$ cat src/rtl/sweep_pkg.sv
// Shared types and defaults for the truth-table sweeper.
package sweep_pkg;
  localparam int N_IN_DEF       = 4;
  localparam int SETTLE_CYC_DEF = 2;

  typedef enum logic [1:0] {IDLE, DRIVE, SAMPLE, DONE} state_t;

  function automatic int vec_cnt(input int n);
    return 1 << n;
  endfunction
endpackage

$ cat src/rtl/sweep_vec_gen.sv
// Maps the step counter to the applied input vector.
// SWEEP_GRAY_EN selects Gray order (one input toggles per step); default is binary.
module sweep_vec_gen #(
  parameter int N_IN = 4
) (
  input  logic [N_IN-1:0] step,
  output logic [N_IN-1:0] vec
);
`ifdef SWEEP_GRAY_EN
  assign vec = step ^ (step >> 1);
`else
  assign vec = step;
`endif
endmodule

$ cat src/rtl/truth_table_sweeper.sv
// Exhaustive vector sequencer that builds truth tables for two implementations
// of one function and flags disagreements. Optional Gray ordering: SWEEP_GRAY_EN.
module truth_table_sweeper
  import sweep_pkg::*;
#(
  parameter  int N_IN       = N_IN_DEF,
  parameter  int SETTLE_CYC = SETTLE_CYC_DEF,
  localparam int VEC_CNT    = vec_cnt(N_IN)
) (
  input  logic               clk,
  input  logic               rst_n,
  input  logic               start,
  input  logic               abort,
  output logic [N_IN-1:0]    vec_o,
  input  logic               fa_i,
  input  logic               fb_i,
  output logic               busy,
  output logic               done,
  output logic [VEC_CNT-1:0] tt_a,
  output logic [VEC_CNT-1:0] tt_b,
  output logic               mismatch,
  output logic [N_IN-1:0]    first_bad_idx,
  output logic [N_IN:0]      err_cnt
);
  localparam int            CW         = (SETTLE_CYC > 0) ? $clog2(SETTLE_CYC + 1) : 1;
  localparam logic [CW-1:0] CNT_RELOAD = CW'(SETTLE_CYC);
  localparam logic [N_IN:0] ERR_MAX    = (N_IN+1)'(VEC_CNT);

  state_t          state;
  logic [CW-1:0]   cnt;
  logic [N_IN-1:0] step;
  logic [N_IN-1:0] step_nxt;
  logic [N_IN-1:0] vec_nxt;

  assign step_nxt = step + N_IN'(1);

  // Vector for the next step is registered on DRIVE entry so it is stable
  // through the whole settle and sample window.
  sweep_vec_gen #(.N_IN(N_IN)) u_vec_gen (
    .step (step_nxt),
    .vec  (vec_nxt)
  );

  always_ff @(posedge clk or negedge rst_n) begin
    if (!rst_n) begin
      state         <= IDLE;
      cnt           <= '0;
      step          <= '0;
      vec_o         <= '0;
      busy          <= 1'b0;
      done          <= 1'b0;
      tt_a          <= '0;
      tt_b          <= '0;
      mismatch      <= 1'b0;
      first_bad_idx <= '0;
      err_cnt       <= '0;
    end else begin
      done <= 1'b0;
      case (state)
        IDLE: begin
          if (start) begin
            state         <= DRIVE;
            step          <= '0;
            vec_o         <= '0;
            cnt           <= CNT_RELOAD;
            busy          <= 1'b1;
            tt_a          <= '0;
            tt_b          <= '0;
            mismatch      <= 1'b0;
            first_bad_idx <= '0;
            err_cnt       <= '0;
          end
        end
        DRIVE: begin
          if (abort) begin
            state <= IDLE;
            busy  <= 1'b0;
          end else if (cnt == '0) begin
            state <= SAMPLE;
          end else begin
            cnt <= cnt - CW'(1);
          end
        end
        SAMPLE: begin
          // Abort wins over capture so a cut-short sweep never records a half-settled sample.
          if (abort) begin
            state <= IDLE;
            busy  <= 1'b0;
          end else begin
            tt_a[vec_o] <= fa_i;
            tt_b[vec_o] <= fb_i;
            if (fa_i != fb_i) begin
              if (err_cnt != ERR_MAX) err_cnt <= err_cnt + (N_IN+1)'(1);
              if (!mismatch) begin
                mismatch      <= 1'b1;
                first_bad_idx <= vec_o;
              end
            end
            if (&step) begin
              state <= DONE;
              done  <= 1'b1;
              busy  <= 1'b0;
            end else begin
              step  <= step_nxt;
              vec_o <= vec_nxt;
              cnt   <= CNT_RELOAD;
              state <= DRIVE;
            end
          end
        end
        DONE:    state <= IDLE;
        default: state <= IDLE;
      endcase
    end
  end
endmodule

$ cat config.mk
export PLATFORM = sky130hd
export DESIGN_NAME = truth_table_sweeper
export DESIGN_NICKNAME = d
export VERILOG_FILES = /design/src/rtl/sweep_pkg.sv /design/src/rtl/sweep_vec_gen.sv /design/src/rtl/truth_table_sweeper.sv
export SDC_FILE = /design/constraint.sdc
export NUM_CORES = 1
export LEC_CHECK = 0
export ABC_CLOCK_PERIOD_IN_PS = 4000
export CAP_MARGIN = 20
export CORE_MARGIN = 2
export CORE_UTILIZATION = 40
export CTS_BUF_LIST = sky130_fd_sc_hd__clkbuf_8
export CTS_CLUSTER_DIAMETER = 120
export DETAILED_ROUTE_END_ITERATION = 12
export GPL_ROUTABILITY_DRIVEN = 0
export MAX_ROUTING_LAYER = met4
export PLACE_DENSITY_LB_ADDON = 0.08
export SLEW_MARGIN = 20
export SYNTH_ARGS = -nofsm -noshare
export SYNTH_HDL_FRONTEND = slang
export SYNTH_HIERARCHICAL = 1
export SYNTH_SLANG_ARGS = --single-unit
$ cat constraint.sdc
create_clock -name clk -period 4 [get_ports clk]
set_clock_uncertainty 0.15 [all_clocks]
set_input_delay 0.8 -clock clk [delete_from_list [all_inputs] [get_ports clk]]
set_output_delay 0.8 -clock clk [all_outputs]
set_load 0.05 [all_outputs]
## Yosys cells after proc, flatten, opt, wreduce, memory -nomap -nowiden

Index checks and enable logic that the tools add are counted.

- Register bits after elaboration: 52

- Equality and inequality tests: 16
- $lt $le $gt $ge: 2
- Mux-type cells: 46
- Reductions and logical operators: 14
- $add $sub $neg: 3

Operators with widths:

| cell | count |
|---|---|
| one-hot mux 16 bit (2 select lines) | 2 |
| 2-to-1 mux 16 bit | 3 |
| bitwise mux 16 bit | 2 |
| 2-to-1 mux 4 bit | 6 |
| 2-to-1 mux 2 bit | 10 |
| 2-to-1 mux 5 bit | 4 |
| != test 2 bit, second input constant | 9 |
| one-hot mux 4 bit (2 select lines) | 2 |
| AND reduction 4 bit | 4 |
| 2-to-1 mux 1 bit | 11 |
| one-hot mux 5 bit (2 select lines) | 1 |
| AND reduction 5 bit | 2 |
| one-hot mux 2 bit (4 select lines) | 1 |
| != test 3 bit, second input constant | 2 |
| one-hot mux 2 bit (3 select lines) | 1 |
| AND reduction 6 bit | 1 |
| adder 5 x 1 -> 5 bit, second input constant | 1 |
| < comparator 4 x 5 -> 1 bit, second input constant | 1 |
| != test 5 bit, second input constant | 1 |
| adder 4 x 1 -> 4 bit, second input constant | 1 |
| demux 1 bit (select 4 bit) | 1 |
| equality test 2 bit, second input constant | 2 |
| greater-or-equal comparator 4 x 1 -> 1 bit, second input constant | 1 |
| logical NOT 2 bit | 2 |
| 10 further kinds | 10 |

## Depth between registers and ports, before layout

- Depth in word-level cells: 7
- Depth in mapped cells: 9
- Mapped depth without buffers: 6

## Hierarchy

The synthesis kept the hierarchy.

Modules (own cells, without submodules):

| module | seq. area each (um2) | cells each | area each (um2) | instances |
|---|---|---|---|---|
| truth_table_sweeper | 1401.3 | 273 | 2735.1 | 1 |
| sweep_vec_gen | 0.0 | 4 | 30.0 | 1 |

## Worst setup path before layout

No wires, ideal clock.

- Kind: input port to flip-flop
- Start: input port abort
- End: register tt_a[8]
- Buffers on the path: 2
- Setup time: 121 ps
- Arrival time: 1770 ps
- Slack: 1959 ps
- Stages: 6
- Cell sequence: and2_4 > or2_1 > buf_2 > buf_6 > o21bai_1 > a22o_1

- Longest elaborated chain between the ends: 2

RTL lines:

| element | line | source |
|---|---|---|
| start: declaration | truth_table_sweeper.sv:13 | `input logic abort,` |
| != test 2 bit (no line) | -- |  |
| AND reduction 3 bit (no line) | -- |  |
| end signal: indexed assignment | truth_table_sweeper.sv:90 | `tt_a[vec_o] <= fa_i;` |
| end: declaration | truth_table_sweeper.sv:19 | `output logic [VEC_CNT-1:0] tt_a,` |

Every way passes these cells.
A chain may end at the register's enable or synchronous reset.

## Worst setup path in the final report

- Start: register vec_o[1]
- End: output port vec_o[1]

RTL lines:

| element | line | source |
|---|---|---|
| start: declaration | truth_table_sweeper.sv:14 | `output logic [N_IN-1:0] vec_o,` |
| start signal: assignment | truth_table_sweeper.sv:105 | `vec_o <= vec_nxt;` |

No word-level cell between the ends.

==> results by group <==
Clock tree
  • Clk slew on worst S/H paths: 0.10 ns
  • CTS max path bufs: 2
  • Worst-Skew Late Latency: 0.30 ns
  • Inserted Clock Buffers: 5
  • CTS tree: yes
  • CTS Root Cell: clkbuf_8
  • # Post-CTS Setup Buffers: 0
  • # clock sinks: 56
  • H-tree depth: 2
  • Number of gates resized after CTS: 0
  • Hold buffer count at CTS: 0

Logic synthesis
  • Syn Nets: 291
  • Post-synth EDFFs: 0
  • Syn Inst Count: 277
  • Syn avg cell area: 9.98 µm²
  • Area of the mapped netlist: 2770 µm²
  • Distinct cell type count of the synthesized netlist: 41
  • Yosys Warn Count: 6
  • #FFs+latches synth: 56
  • Post-synth ARST share: 1.00
  • Main synth FF type: dfrtp_1
  • Seq/Total Area, Yosys: 0.507

Placement
  • DP HPWL: 4.30 mm
  • Port bufs: 53
  • Worst slack at placement: 1.19 ns
  • Placed insts: 392

Worst setup path
  • Setup CP Type: flip-flop to primary output
  • Crit. End Element: primary output
  • Top Family by Delay on Critical Path: buffers and inverters
  • Worst reg2reg startpoint: state[0]
  • Worst setup SP type: flip-flop
  • CP bufs+invs: 1
  • Worst Path Required: 3.05 ns
  • Crit-path cells: clkdlybuf4s50_1
  • Critical path's slowest cell: clkdlybuf4s50_1
  • Origin of the worst setup path: vec_o[1]
  • Crit path largest cell delay: 0.91 ns
  • Critical Path Fanout Max: 15
  • WP data arrival: 1.89 ns

Route
  • Detailed-route wire length per cell: 15.5 µm
  • Iteration-0 DRC Markers: 136
  • DRC Markers: 0
  • Final wirelength: 6.19 mm
  • Vias: 2159
  • Total iterations of the first detailed-routing run: 4
  • Final ANT Viol Nets: 0
  • Mean number of vias per cell: 5.40

Floorplan
  • Core box area: 6760 µm²
  • Starting Density: 0.409
  • FP Rows: 30
  • Die ar.: 7590 µm²
  • Ports: 54
  • DIE WIDTH: 87.1 µm
  • Die span in y: 87.1 µm

Pwr
  • Worst vdd ir: 0.316 mV
  • Power Density: 403 nW/µm²
  • Leakage Power: 1.45 nW

Timing
  • Slew @ Worst Pin: 0.709 ns
  • Slew margin rel.: 0.527
  • FMAX: 353 MHz
  • Worst Slack Setup Final: 1.16 ns
  • Setup violators final: 0
  • Slew Limit Fails: 0
  • Fin crit share: 0.709
  • Final hold vios: 0
  • Minimum clock period: 2.84 ns
  • Fin Setup TNS: 0 ns
  • Unrepaired setup endpoints after global routing: false

Finish
  • Synth-to-layout area growth: 24.1%
  • Fraction of layout cells with a size suffix above 1: 0.0469
  • Final Net Count: 333
  • Non-Filler Instances: 400
  • ANT cells: 0

GRT
  • Grt ovf: 0
  • Largest net degree at the start of global routing: 32
  • GR Util All Layers: 0.179
  • Number of global-route vias before repair: 2090
  • Global-route wire length before repair: 10.3 mm
  • Number of antenna violations at the first check in global routing: 0

Hold path
  • Hold_sp: tt_b[8]
  • Hold WC Path Type: flip-flop to flip-flop

Job
  • Max cap viols: 0

Outcome
  • Status: finished clean
cell families (layout without fill, tap and decap cells):
family / after synthesis / in the layout / share of synthesized area
xor+xnor: 3 / 3 / 0.00950
buf+inv: 41 / 84 / 0.0674
fa+ha+maj: 8 / 8 / 0.0362
simple gates: 79 / 79 / 0.139
flops: 56 / 56 / 0.507
compound gates: 85 / 85 / 0.223
mux: 5 / 5 / 0.0181
per-stage QoR:
| step | hold slack [ns] | utilization | instance area (µm²) | power, mW |
|---|---|---|---|---|
| floorplan | 0.347 | - | 2770 | 0.902 |
| finish | 0.361 | 0.508 | 3430 | 1.38 |
| global route | 0.383 | 0.508 | 3430 | 1.46 |
| CTS | 0.361 | 0.508 | 3430 | 1.40 |
| global placement | 0.341 | 0.489 | 3310 | 0.981 |
| detailed placement | 0.337 | 0.489 | 3310 | 0.991 |
cells in the mapped netlist (2+ instances only):
| master | n | area [µm²] |
|---|---|---|
| buf_4 | 4 | 30.0 |
| nor3_1 | 5 | 25.0 |
| inv_1 | 19 | 71.3 |
| nand4_1 | 2 | 12.5 |
| buf_2 | 2 | 10.0 |
| o311ai_0 | 4 | 35.0 |
| a22oi_1 | 6 | 45.0 |
| a22o_1 | 20 | 175 |
| a21o_1 | 2 | 15.0 |
| o22ai_1 | 9 | 56.3 |
| ha_1 | 8 | 100 |
| nand2b_1 | 7 | 43.8 |
| dfrtp_1 | 56 | 1400 |
| and3_1 | 2 | 12.5 |
| buf_6 | 2 | 22.5 |
| o2bb2ai_1 | 4 | 35.0 |
| clkbuf_1 | 13 | 48.8 |
| nor2b_1 | 2 | 12.5 |
| nand3_1 | 11 | 55.1 |
| and2_1 | 2 | 12.5 |
| nand4b_1 | 4 | 35.0 |
| nand2_1 | 27 | 101 |
| o21bai_1 | 10 | 75.1 |
| nor2_1 | 14 | 52.6 |
| o21ai_0 | 15 | 75.1 |
| mux2i_1 | 5 | 50.1 |
| a21oi_1 | 7 | 35.0 |
| xnor2_1 | 2 | 17.5 |
power by group:
group / switching (mW) / internal (mW) / total [mW]
Sequential: 0.0206 / 0.591 / 0.612
Combinational: 0.231 / 0.133 / 0.364
Clock: 0.188 / 0.221 / 0.409
state kept, by name, indices dropped and copies added, names as in the netlist:
signal and flops:
tt_a 16, tt_b 16, err_cnt 5, first_bad_idx 4
step 4, vec_o 4, cnt 2, state 2
busy 1, done 1, mismatch 1
path summary, 6_finish.rpt:
check                                  end  slack, ns  cells past startpoint
worst min register to register     tt_b[8]       0.36                      1
worst min-delay path               tt_b[8]       0.36                      1
max in group asynchronous       err_cnt[3]       2.50                      2
worst max register to register  err_cnt[4]       1.62                      7
worst max-delay path              vec_o[1]       1.16                      1
min in group asynchronous          tt_a[5]       0.38                      1
per-layer routing:
metal / up-vias / wire (µm) / global-route usage
li1: 1071 / - / -
met1: 1041 / 3020 / 0.242
met2: 45 / 2930 / 0.282
met3: 2 / 206 / 0.0351
met4: 0 / 31 / 0.0378
met5: - / 0 / -
layout make-up:
type / count / area [µm²]
fill: 628 / 3320
sequential: 56 / 1400
multi-input combinational: 180 / 1180
timing repair buffer: 57 / 556
tap: 80 / 100
clock buffer: 7 / 96.3
inverter: 19 / 71.3
clock inverter: 1 / 30.0
layout by cell type (no fill, tap or decap), types with 4 or more instances in the layout:
| master | netlist | final |
|---|---|---|
| nand2_1 | 27 | 27 |
| inv_1 | 19 | 19 |
| nor3_1 | 5 | 5 |
| buf_4 | 4 | 4 |
| clkdlybuf4s50_1 | 0 | 52 |
| o2bb2ai_1 | 4 | 4 |
| o311ai_0 | 4 | 4 |
| a22oi_1 | 6 | 6 |
| dfrtp_1 | 56 | 56 |
| nor2_1 | 14 | 14 |
| mux2i_1 | 5 | 5 |
| a21oi_1 | 7 | 7 |
| o21bai_1 | 10 | 10 |
| nand4b_1 | 4 | 4 |
| o21ai_0 | 15 | 15 |
| ha_1 | 8 | 8 |
| o22ai_1 | 9 | 9 |
| nand2b_1 | 7 | 7 |
| a22o_1 | 20 | 20 |
| clkbuf_8 | 0 | 7 |
| nand3_1 | 11 | 11 |
No activity file was read; power rests on OpenSTA's default activity.
==> edit, RTL diff (config.mk and constraints unchanged) <==
Add a define of `SWEEP_GRAY_EN`.
--- a/src/rtl/sweep_vec_gen.sv
+++ b/src/rtl/sweep_vec_gen.sv
@@ -1,5 +1,7 @@
 // Maps the step counter to the applied input vector.
 // SWEEP_GRAY_EN selects Gray order (one input toggles per step); default is binary.
+`define SWEEP_GRAY_EN
+
 module sweep_vec_gen #(
   parameter int N_IN = 4
 ) (
Function: changed (Yosys sat finds a counterexample within 10 cycles, from zero or initial values and one cycle with rst_n low).
==> edit against the original RTL <==
  * Critical path depth is the same
  * Setup slack lost 0.0042 ns
  * Largest power group unchanged
  * Cell area shrank 0.26%
  * Sequential cell count is the same
  * Cell count grew 0.25%
  * Highest routed layer unchanged
  * Register-to-register slack lost 0.09 ns
  * Utilization shrank 0.13 points
  * Synthesized area grew 0.32%
  * Critical endpoint is now vec_o[0]
  * Power shrank 5.8%
  * Hold slack lost 0.0055 ns
  * Routed wire length grew 1.6%
==> edit: results (changes against the original RTL) <==
* Largest regs: tt_a x16, tt_b x16, err_cnt x5 (unchanged)
* Worst path slowest cell: clkdlybuf4s50_1 (unchanged)
* CTS clk-pin slew, worst paths at 0.10 ns (about the same)
* Top post-synthesis cells by area: dfrtp_1 (51%), a22o_1 (6.6%), ha_1 (3.6%) (was dfrtp_1 (51%), a22o_1 (6.3%), nand2_1 (3.7%))
* Data arrival time of the critical path at 1.89 ns (about the same)
* Placed Area at 3330 um^2 (was 3310 um^2)
* Later-pin clock latency in the skew report at around 0.31 ns
* Worst-Margin Slew at 0.836 ns (was 0.709 ns)
* Leakage at 1.45 nW (about the same)
* Max stage delay on crit path at 0.91 ns (about the same)
* Resized Gates After CTS at 0 (unchanged)
* Status: completed (unchanged)
* Crit-path max FO at 15 (unchanged)
* VDD IR max at 0.194 mV (was 0.316 mV)
* Drt via density at 5.53 (was 5.40)
* Multiplexer area fraction after synthesis at 0.0180 (was 0.0181)
* I/O Buffers at 53 (unchanged)
* HP Start: tt_b[0] (was tt_b[8])
* Dpl ws at 1.17 ns (was 1.19 ns)
* Iter 0 DRT Violations at 94 (was 136)
* Synth async-reset ratio at 1.00 (unchanged)
* Post-synth top cells: dfrtp_1 (56), nand2_1 (25), a22o_1 (21) (was dfrtp_1 (56), nand2_1 (27), a22o_1 (20))
* Total track usage at 0.181 (was 0.179)
* DPL Wire Length at 4.30 mm (about the same)
* Root buffer cell: clkbuf_8 (unchanged)
* Post-synthesis adder-cell area fraction at 0.0361 (was 0.0362)
* H-tree levels at 2 (unchanged)
* Layout cells sized above 1 at 0.0405 (was 0.0469)
* Post-Syn Instances at 275 (was 277)
* Syn Nets at 289 (was 291)
* Post-CTS Setup Inserts at 0 (unchanged)
* HP Class: reg2reg (unchanged)
* CP Launch Point: vec_o[0] (was vec_o[1])
* Vias in the first global route at 2103 (was 2090)
* RR Startpoint: state[0] (unchanged)
* Fmax at 0.352 GHz (was 0.353 GHz)
* DP Cell Count at 393 (was 392)
* Routed WL at 6.29 mm (was 6.19 mm)
* Largest net degree at the start of global routing at 38 (was 32)
* Cts bufs inserted at 5 (unchanged)
* Sequential area share after synthesis at 0.505 (was 0.507)
* YS warnings at 6 (unchanged)
* R2r setup slk at 1.53 ns (was 1.62 ns)
* First-pass GRT wire length at 10.4 mm (was 10.3 mm)
* Count of cell types in the netlist at 41 (unchanged)
* Ant. Diodes at 0 (unchanged)
* CP top delay family: buffers and inverters (unchanged)
* Total number of vias at 2216 (was 2159)
* Layout Nets at 334 (was 333)
* DRT Pass-1 Iters at 5 (was 4)
* Clk buf depth at 2 (unchanged)
* Initial antenna violation count at 0 (unchanged)
* Xor and xnor fraction of the mapped netlist area at 0.0189 (was 0.00950)
* Synth Area in Compound Gates at 0.222 (was 0.223)
==> edit: cell types whose count changed after synthesis, moves of 2 or more <==
cell     unedited run  this run
xor2_1              1         4
nand2_1            27        25
buf_4               4         1
o21ai_0            15        11
==> edit: kinds of logic after synthesis <==
kind of cell,Yosys count
AOI/OAI and AO/OA,83
DFF,56
adders and majority gates,8
buffers and inverters,39
and+or+nand+nor,78
xor gates and xnor gates,6
muxes,5
==> edit: area by class of cell <==
type                    count  area [um^2]
clock buffers               6         82.6
clock inverters             2         11.3
fillers                   613         3330
inverters                  20         75.1
multi-input cells         180         1200
flip-flops and latches     56         1400
well taps                  80          100
repair buffers             57          556
==> edit: final timing paths <==
kind,endpoint,cells past startpoint
worst min register to register,tt_b[0],1
worst max register to register,err_cnt[4],8
worst min-delay path,tt_b[0],1
min in group asynchronous,tt_a[5],1
max in group asynchronous,vec_o[1],2
worst max-delay path,vec_o[0],1
==> edit: through the flow <==
| step | hold WS, ns | util |
|---|---|---|
| 3_5_place_dp | 0.329 | 0.493 |
| 2_1_floorplan | 0.347 | - |
| 3_3_place_gp | 0.332 | 0.493 |
| 4_1_cts | 0.355 | 0.507 |
| 5_1_grt | 0.377 | 0.507 |
| 6_report | 0.356 | 0.507 |
==> edit: power breakdown <==
part           internal [mW]  switching, mW  total, mW
Combinational          0.134          0.229      0.363
Sequential             0.591         0.0222      0.613
Clock                  0.139          0.189      0.328
Total                  0.864          0.440       1.30
==> edit: metal layers <==
layer	vias to the layer above	wire length, um	GRT usage	part of all wire
met1	1072	3050	0.242	0.49
met5	-	0	-	0
met3	4	279	0.0370	0.044
met4	0	60	0.0476	0.0095
li1	1085	-	-	-
met2	55	2900	0.282	0.46
